**config.mk**
```make
export PLATFORM = sky130hd
export DESIGN_NAME = timer_cnt_ctrl_flat
export DESIGN_NICKNAME = d
export VERILOG_FILES = /design/src/rtl/timer_cnt_ctrl_if.sv /design/src/rtl/timer_cnt_ctrl.sv /design/src/flat_wrapper.sv
export SDC_FILE = /design/constraint.sdc
export NUM_CORES = 1
export LEC_CHECK = 0
export CAP_MARGIN = 20
export CORE_UTILIZATION = 40
export DETAILED_ROUTE_END_ITERATION = 8
export DONT_BUFFER_PORTS = 1
export GPL_ROUTABILITY_DRIVEN = 1
export PLACE_DENSITY_LB_ADDON = 0.12
export SYNTH_ARGS = -nofsm -noshare
export SYNTH_HDL_FRONTEND = slang
export SYNTH_SLANG_ARGS = --single-unit
```
**constraint.sdc**
```tcl
create_clock -name i_clk -period 3.71 [get_ports i_clk]
set_input_delay 0.5565 -clock i_clk [delete_from_list [all_inputs] [get_ports i_clk]]
set_output_delay 0.5565 -clock i_clk [all_outputs]
set_load 0.05 [all_outputs]
```
**src/rtl/timer_cnt_ctrl_if.sv**
```systemverilog
// Control/status bundle between the APB timer register file and the
// counter controller. The register file drives the i_* fields; the counter
// controller returns the count, halt acknowledge and interrupt status.
interface timer_cnt_ctrl_if #(
  parameter int CNT_WIDTH = 64,
  parameter int DIV_WIDTH = 4
);
  logic                 i_timer_en;
  logic                 i_div_en;
  logic [DIV_WIDTH-1:0] i_div_val;
  logic                 i_halt_req;
  logic                 i_cnt_wr;
  logic [CNT_WIDTH-1:0] i_cnt_wdata;
  logic [CNT_WIDTH-1:0] i_cmp_val;
  logic                 i_int_en;
  logic                 i_int_clr;
  logic [CNT_WIDTH-1:0] o_cnt;
  logic                 o_halt_ack;
  logic                 o_int_st;
  logic                 o_tim_int;

  // Register-file side: supplies control, consumes status.
  modport master (
    output i_timer_en, i_div_en, i_div_val, i_halt_req, i_cnt_wr,
           i_cnt_wdata, i_cmp_val, i_int_en, i_int_clr,
    input  o_cnt, o_halt_ack, o_int_st, o_tim_int
  );

  // Counter-controller side.
  modport slave (
    input  i_timer_en, i_div_en, i_div_val, i_halt_req, i_cnt_wr,
           i_cnt_wdata, i_cmp_val, i_int_en, i_int_clr,
    output o_cnt, o_halt_ack, o_int_st, o_tim_int
  );
endinterface

```
**src/rtl/timer_cnt_ctrl.sv**
```systemverilog
// Counter controller for the APB timer. Sequences the up-counter through
// IDLE/RUN/HALT, produces the divided count-enable tick, and keeps a sticky
// compare-match status that is gated with the interrupt enable.
module timer_cnt_ctrl #(
  parameter int CNT_WIDTH = 64,
  parameter int DIV_WIDTH = 4
) (
  input  logic            i_clk,
  input  logic            i_rst,
  timer_cnt_ctrl_if.slave bus
);

  typedef enum logic [1:0] {
    ST_IDLE = 2'd0,
    ST_RUN  = 2'd1,
    ST_HALT = 2'd2
  } state_t;

  state_t               state_q, state_d;
  logic [7:0]           div_cnt_q, div_cnt_d;
  logic [CNT_WIDTH-1:0] cnt_q, cnt_d;
  logic                 int_st_q, int_st_d;

  logic                 cnt_en;
  logic                 div_bypass;
  logic [7:0]           div_target;
  logic                 div_hit;
  logic                 tick;
  logic                 match;

  // Terminal value of the 8-bit divider counter for a given select.
  // Selects above 8 saturate to a 256-cycle period.
  function automatic logic [7:0] div_terminal(input logic [DIV_WIDTH-1:0] sel);
    logic [15:0] span;
    if (int'(sel) >= 8) begin
      span = 16'd256;
    end else begin
      span = 16'd1 << sel;
    end
    return 8'(span - 16'd1);
  endfunction

  // Next-state logic: dropping the enable wins over a halt request.
  always_comb begin
    state_d = state_q;
    case (state_q)
      ST_IDLE: begin
        if (bus.i_timer_en) state_d = ST_RUN;
      end
      ST_RUN: begin
        if (!bus.i_timer_en)    state_d = ST_IDLE;
        else if (bus.i_halt_req) state_d = ST_HALT;
      end
      ST_HALT: begin
        if (!bus.i_timer_en)     state_d = ST_IDLE;
        else if (!bus.i_halt_req) state_d = ST_RUN;
      end
      default: state_d = ST_IDLE;
    endcase
  end

  // Count enable and divider: enable uses the live inputs so counting stops
  // in the same cycle the enable drops or a halt is requested.
  always_comb begin
    cnt_en     = (state_q == ST_RUN) && bus.i_timer_en && !bus.i_halt_req;
    div_bypass = !bus.i_div_en || (bus.i_div_val == '0);
    div_target = div_terminal(bus.i_div_val);
    div_hit    = (div_cnt_q == div_target);
    tick       = cnt_en && (div_bypass || div_hit);

    div_cnt_d = div_cnt_q;
    if ((state_q == ST_IDLE) || !bus.i_div_en) begin
      div_cnt_d = 8'd0;
    end else if (cnt_en && !div_bypass) begin
      div_cnt_d = div_hit ? 8'd0 : div_cnt_q + 8'd1;
    end
  end

  // Counter: a software write wins over a same-cycle tick; wrap is silent.
  always_comb begin
    cnt_d = cnt_q;
    if (bus.i_cnt_wr) begin
      cnt_d = bus.i_cnt_wdata;
    end else if (tick) begin
      cnt_d = cnt_q + {{(CNT_WIDTH-1){1'b0}}, 1'b1};
    end
  end

  // Sticky match status from the registered count; a new match beats clear.
  always_comb begin
    match    = (cnt_q == bus.i_cmp_val);
    int_st_d = int_st_q;
    if (match) begin
      int_st_d = 1'b1;
    end else if (bus.i_int_clr) begin
      int_st_d = 1'b0;
    end
  end

  // State, divider, count and status registers with async reset.
  always_ff @(posedge i_clk or posedge i_rst) begin
    if (i_rst) begin
      state_q   <= ST_IDLE;
      div_cnt_q <= 8'd0;
      cnt_q     <= '0;
      int_st_q  <= 1'b0;
    end else begin
      state_q   <= state_d;
      div_cnt_q <= div_cnt_d;
      cnt_q     <= cnt_d;
      int_st_q  <= int_st_d;
    end
  end

  assign bus.o_cnt      = cnt_q;
  assign bus.o_halt_ack = (state_q == ST_HALT);
  assign bus.o_int_st   = int_st_q;
  assign bus.o_tim_int  = int_st_q & bus.i_int_en;

endmodule

```
**src/flat_wrapper.sv**
```systemverilog
// flat-port wrapper written by rule: the top's interface ports become plain ports
module timer_cnt_ctrl_flat 
#(
  parameter int CNT_WIDTH = 64,
  parameter int DIV_WIDTH = 4
)
  (i_clk, i_rst, bus_i_timer_en, bus_i_div_en, bus_i_div_val, bus_i_halt_req, bus_i_cnt_wr, bus_i_cnt_wdata, bus_i_cmp_val, bus_i_int_en, bus_i_int_clr, bus_o_cnt, bus_o_halt_ack, bus_o_int_st, bus_o_tim_int);
  timer_cnt_ctrl_if #(.CNT_WIDTH(CNT_WIDTH), .DIV_WIDTH(DIV_WIDTH)) bus_i ();
  input  logic i_clk;
  input  logic i_rst;
  input wire logic [$bits(bus_i.i_timer_en)-1:0] bus_i_timer_en;
  input wire logic [$bits(bus_i.i_div_en)-1:0] bus_i_div_en;
  input wire logic [$bits(bus_i.i_div_val)-1:0] bus_i_div_val;
  input wire logic [$bits(bus_i.i_halt_req)-1:0] bus_i_halt_req;
  input wire logic [$bits(bus_i.i_cnt_wr)-1:0] bus_i_cnt_wr;
  input wire logic [$bits(bus_i.i_cnt_wdata)-1:0] bus_i_cnt_wdata;
  input wire logic [$bits(bus_i.i_cmp_val)-1:0] bus_i_cmp_val;
  input wire logic [$bits(bus_i.i_int_en)-1:0] bus_i_int_en;
  input wire logic [$bits(bus_i.i_int_clr)-1:0] bus_i_int_clr;
  output wire logic [$bits(bus_i.o_cnt)-1:0] bus_o_cnt;
  output wire logic [$bits(bus_i.o_halt_ack)-1:0] bus_o_halt_ack;
  output wire logic [$bits(bus_i.o_int_st)-1:0] bus_o_int_st;
  output wire logic [$bits(bus_i.o_tim_int)-1:0] bus_o_tim_int;
  assign bus_i.i_timer_en = bus_i_timer_en;
  assign bus_i.i_div_en = bus_i_div_en;
  assign bus_i.i_div_val = bus_i_div_val;
  assign bus_i.i_halt_req = bus_i_halt_req;
  assign bus_i.i_cnt_wr = bus_i_cnt_wr;
  assign bus_i.i_cnt_wdata = bus_i_cnt_wdata;
  assign bus_i.i_cmp_val = bus_i_cmp_val;
  assign bus_i.i_int_en = bus_i_int_en;
  assign bus_i.i_int_clr = bus_i_int_clr;
  assign bus_o_cnt = bus_i.o_cnt;
  assign bus_o_halt_ack = bus_i.o_halt_ack;
  assign bus_o_int_st = bus_i.o_int_st;
  assign bus_o_tim_int = bus_i.o_tim_int;
  timer_cnt_ctrl #(.CNT_WIDTH(CNT_WIDTH), .DIV_WIDTH(DIV_WIDTH)) u_core (.i_clk(i_clk), .i_rst(i_rst), .bus(bus_i));
endmodule
```
## Word-level counts from Yosys, hierarchy flattened

Cells that the tools add are included.

| storage, ports and cells | value |
|---|---|
| register bits after elaboration | 75 |

| operators by class | value |
|---|---|
| multiplexer cells | 14 |
| add/sub/neg operators | 3 |
| bitwise logic cells | 1 |
| eq/ne operators | 7 |
| shift operators | 1 |
| order comparisons | 1 |
| reduce and logical (&&, ||, !) cells | 16 |

Operators with widths:

| cell | number |
|---|---|
| 2-to-1 mux 64 bit | 2 |
| adder 64 x 1 -> 64 bit, second input constant | 1 |
| == test 64 bit | 1 |
| 2-to-1 mux 8 bit | 4 |
| 2-to-1 mux 2 bit | 5 |
| adder 8 x 1 -> 8 bit, second input constant | 1 |
| == test 8 bit | 1 |
| << shifter 1 x 4 -> 8 bit, first input constant | 1 |
| subtractor 8 x 1 -> 8 bit, second input constant | 1 |
| inequality test 3 bit, second input constant | 2 |
| case mux 2 bit (3 select lines) | 1 |
| nonzero test 2 bit | 3 |
| greater-or-equal comparator 4 bit, second input constant | 1 |
| logical AND 1 bit | 4 |
| logical NOT 4 bit | 1 |
| logical NOT 1 bit | 3 |
| logical OR 1 bit | 3 |
| AND reduction 3 bit | 1 |
| == test 2 x 1 -> 1 bit, second input constant | 1 |
| == test 2 bit, second input constant | 1 |
| logical NOT 2 bit | 1 |
| 2-to-1 mux 1 bit | 2 |
| inequality test 2 bit, second input constant | 1 |
| bitwise AND 1 bit | 1 |

## Depth between registers and ports, before layout

| logic depth | value |
|---|---|
| depth in word-level cells | 8 |
| mapped depth | 13 |
| depth with buffers taken out | 9 |

## Worst setup path before layout

No wires, ideal clock.

| path | value |
|---|---|
| kind | input port to flip-flop |
| from | in bus_i_div_val[3] |
| to | reg u_core.cnt_q[15] (netlist: u_core.bus.o_cnt[15]) |
| data arrival time | 3463 ps |
| library setup time | 125 ps |
| path buffers | 2 |
| required time | 3585 ps |
| stages | 11 |
| path slack | 122 ps |
| cells stage by stage | clkbuf_1 -> or4b_2 -> ha_1 -> xor2_1 -> o31a_1 -> o311ai_0 -> nor4_4 -> buf_2 -> o211ai_1 -> xnor2_1 -> mux2_2 |

| between the ends | value |
|---|---|
| word-level cells in the longest chain between the ends | 7 |
| elaborated cells on any way between the ends | 10 |
| those cells by class | add/sub (1); order compare (1); eq/ne (1); shift (1); mux (1); reduce/logical (5) |

Ends and longest elaborated chain:

| element | RTL line | text |
|---|---|---|
| start, declared | flat_wrapper.sv:13 | `input wire logic [$bits(bus_i.i_div_val)-1:0] bus_i_div_val;` |
| greater-or-equal comparator 4 bit or << shifter 1 x 4 -> 8 bit (tied branches) | timer_cnt_ctrl.sv:35, timer_cnt_ctrl.sv:38 |  |
| 2-to-1 mux 8 bit | timer_cnt_ctrl.sv:35 | `if (int'(sel) >= 8) begin` |
| subtractor 8 x 1 -> 8 bit | timer_cnt_ctrl.sv:40 | `return 8'(span - 16'd1);` |
| == test 8 bit | timer_cnt_ctrl.sv:68 | `div_hit = (div_cnt_q == div_target);` |
| logical OR 1 bit * | timer_cnt_ctrl.sv:69 | `tick = cnt_en && (div_bypass \|\| div_hit);` |
| logical AND 1 bit * | timer_cnt_ctrl.sv:69 |  |
| nonzero test 2 bit (no source line) * | - |  |
| end signal, assigned | timer_cnt_ctrl.sv:110 | `cnt_q <= cnt_d;` |
| end, declared | timer_cnt_ctrl.sv:21 | `logic [CNT_WIDTH-1:0] cnt_q, cnt_d;` |

Every way passes the cells marked *; elsewhere a longest branch is shown, timed or not.
A chain may end at the register's enable or synchronous reset.

## Final worst setup path

| path | value |
|---|---|
| from | in bus_i_div_val[3] |
| to | reg u_core.cnt_q[50] (netlist: u_core.bus.o_cnt[50]) |

Same word-level chain as after synthesis.

==> summary.txt <==
Outcome
  • Status: finished, final reports clean

Detailed routing
  • Final WL: 18510 µm
  • Vias: 4818
  • Wire length per cell: 22.88 µm
  • Drt initial violations: 306
  • ANT nets after route: 0
  • DRC: 0
  • Avg Vias per Cell: 5.956
  • First-pass DRT Iterations: 5

Floorplanning
  • DIE AREA: 0.01381 mm²
  • Core area: 0.01282 mm²
  • Initial core utilization: 0.4162
  • Die width: 117.5 µm
  • Row count: 41
  • Die H: 117.5 µm
  • # IOs: 207

Clock tree
  • # Post-CTS Setup Buffers: 0
  • CTS tree: yes
  • Maximum clock path buffer count: 2
  • Clock root buffer: clkbuf_16
  • Clock transition at path regs: 0.06 ns
  • # hold bufs at CTS: 0
  • CTS buffer count: 9
  • CTS resizes: 0
  • Sink Count: 75
  • Clk Latency, worst-skew pair: 0.35 ns
  • H-tree depth: 3

Place
  • Post-DP HPWL: 14470 µm
  • Routability cong.: 0.9283
  • I/O Buffers: 0
  • Worst slack at placement: 0.03966 ns

Synthesis
  • Yosys top cell by area: dfrtp_1
  • Post-synth ARST share: 1.000
  • Most instantiated library cell after synthesis: xnor2_1
  • Sequential-to-total area share from yosys stat: 0.3516
  • Post-synth top cells: xnor2_1 (79), dfrtp_1 (75), nand2_1 (53)
  • Avg Cell Area, Syn: 9.001 µm²
  • Yosys top cell area share: 0.3516
  • Post-Syn Instances: 593
  • Ys Warns: 0
  • Post-synth EDFFs: 0
  • Top cells by area, synth: dfrtp_1 (35%), xnor2_1 (13%), xor2_1 (5.6%)
  • #FFs+latches synth: 75
  • Netlist cell types: 53
  • Top_reg_cell synth: dfrtp_1
  • Mapped Nets: 736
  • Post-Syn Area: 0.005338 mm²

Critical path
  • Worst Setup End Kind: flip-flop
  • CP arrival: 3.62 ns
  • R2R Path End: u_core.bus.o_cnt[33]$_DFFE_PP0P_
  • CP startpoint kind: primary input
  • Worst Path Required: 3.98 ns
  • Max Fanout on Critical Path: 17
  • Critical Path Sink: u_core.bus.o_cnt[50]$_DFFE_PP0P_
  • WS Path Type: primary input to flip-flop
  • Reg2reg start: u_core.bus.o_cnt[1]$_DFFE_PP0P_
  • FF-to-FF setup slack: 0.85 ns
  • Reg2Reg Depth: 7
  • Worst Setup SP: bus_i_div_val[3]

Timing
  • Fmax: 0.2989 GHz
  • Setup violators final: 0
  • Worst slew pin tran: 0.9272 ns
  • PnR worst setup slack: 0.3639 ns
  • Final Hold Fails: 0
  • Relative slew slack: 0.3806
  • Clk_skew: 0.006143 ns
  • RSZ-0062 raised after global routing: no
  • Final critical-path required period: 3.346 ns
  • Total negative setup slack: 0 ns
  • Final period utilization: 0.9019
  • Fin. max-slew vios: 0

Finish
  • Register area: 0.001877 mm²
  • Nets: 774
  • Multi-input gate area: 0.003281 mm²
  • Filler instances: 1256
  • Area growth syn-to-layout: 15.82%
  • Layout cells sized above 1: 0.1496

Pwr
  • Static Leakage: 2.285 nW
  • Worst vdd ir: 0.2206 mV
  • PD cells: 423.8 mW/mm²

Global route
  • Grt total ovfl: 0
  • Vias in the first global route: 4795
  • Initial antenna violation count: 2
  • First-pass GRT wire length: 28230 µm
  • Tot GR Track Use: 0.2710
  • Pin count of the biggest net entering global routing: 71

Hold path
  • Hold crit path type: primary input to async pin

Job
  • Max Cap Viol: 0
==> final cells by class <==
type	count	share of cell area
Multi-Input combinational cell	476	0.5307
Sequential cell	75	0.3036
Timing Repair Buffer	59	0.07367
Clock buffer	13	0.04048
Tap cell	172	0.03481
Clock inverter	2	0.009715
Inverter	10	0.006274
Antenna cell	2	0.0008096
==> through the flow <==
stage               hold WS [ns]  area, µm²  utilization  std cells  total power [mW]
floorplan                 0.4879       5338            -        593             1.482
global placement          0.4897       5867       0.4575        792             1.668
detailed placement        0.4954       5867       0.4575        792             1.675
CTS                       0.1229       6177       0.4817        807             2.636
global route              0.1477       6180       0.4819        808             2.717
finish                    0.1059       6182       0.4820        809             2.620
==> worst max-delay path, stage by stage <==
cell and delay [ns]:
or4b_2 0.67, ha_1 0.31, xor2_1 0.16, o31a_1 0.14, o311ai_0 0.25, nor4_4 0.38, buf_12 0.18, buf_4 0.24
o211ai_1 0.20, or3_1 0.37, a31oi_1 0.16
==> sequential cells by signal, summed over array words and instances, names as in the netlist <==
| name | count |
|---|---|
| u_core.bus.o_int_st | 1 |
| u_core.bus.o_cnt | 64 |
| u_core.state_q | 2 |
| u_core.div_cnt_q | 8 |
==> worst min path at each step <==
stage	startpoint	end	slack, ns	cells past startpoint
2_1_floorplan	u_core.div_cnt_q[7]$_DFFE_PP0P_	u_core.div_cnt_q[7]$_DFFE_PP0P_	0.49	1
3_3_place_gp	i_rst	u_core.bus.o_cnt[10]$_DFFE_PP0P_	0.49	1
3_5_place_dp	i_rst	u_core.bus.o_cnt[9]$_DFFE_PP0P_	0.50	1
6_report	i_rst	u_core.bus.o_cnt[10]$_DFFE_PP0P_	0.11	1
4_1_cts	i_rst	u_core.bus.o_cnt[8]$_DFFE_PP0P_	0.12	1
5_1_grt	i_rst	u_core.bus.o_cnt[10]$_DFFE_PP0P_	0.15	1
==> routing by layer <==
layer | track usage | wire, µm
met5 | 0 | 0
met4 | 0.1146 | 533
met2 | 0.4109 | 8207
met1 | 0.3519 | 7982
met3 | 0.09060 | 1786
==> power by group <==
part / total [mW] / internal, mW / switching, mW
Combinational: 0.639 / 0.213 / 0.426
Clock: 0.955 / 0.605 / 0.350
Sequential: 1.03 / 0.882 / 0.143
Total: 2.62 / 1.70 / 0.919
==> layout by cell type (no fill, tap or decap), types with 3 or more instances in the layout <==
cell	count
ha_1	3
nor3_1	6
a22o_1	3
xnor2_1	79
mux2_2	14
and4_1	8
nor2_1	26
nand4_1	24
o31a_1	5
and2_1	8
xor2_1	34
clkbuf_16	9
a21oi_1	8
a31oi_1	20
nand3_1	11
o21ai_0	48
nand2_1	53
buf_4	58
and3_1	15
o2111ai_1	22
dfrtp_1	75
or3_1	12
o21ai_1	6
nor4_1	10
inv_1	8
nand2b_1	6
nor2b_1	5
clkbuf_1	3
o31ai_1	4
o211ai_1	17
or4_1	5
==> cell families (layout without fill, tap and decap cells) <==
logic type / Yosys count / in the layout / synth area share
and+or+nand+nor: 200 / 200 / 0.2053
AOI/OAI and AO/OA: 144 / 144 / 0.1810
xor gates and xnor gates: 114 / 114 / 0.1885
DFF: 75 / 75 / 0.3516
buffers and inverters: 42 / 84 / 0.03516
muxes: 15 / 15 / 0.03141
adders and majority gates: 3 / 3 / 0.007033
other: 0 / 2 / 0
Note: power is estimated with default switching activity, not from simulation.
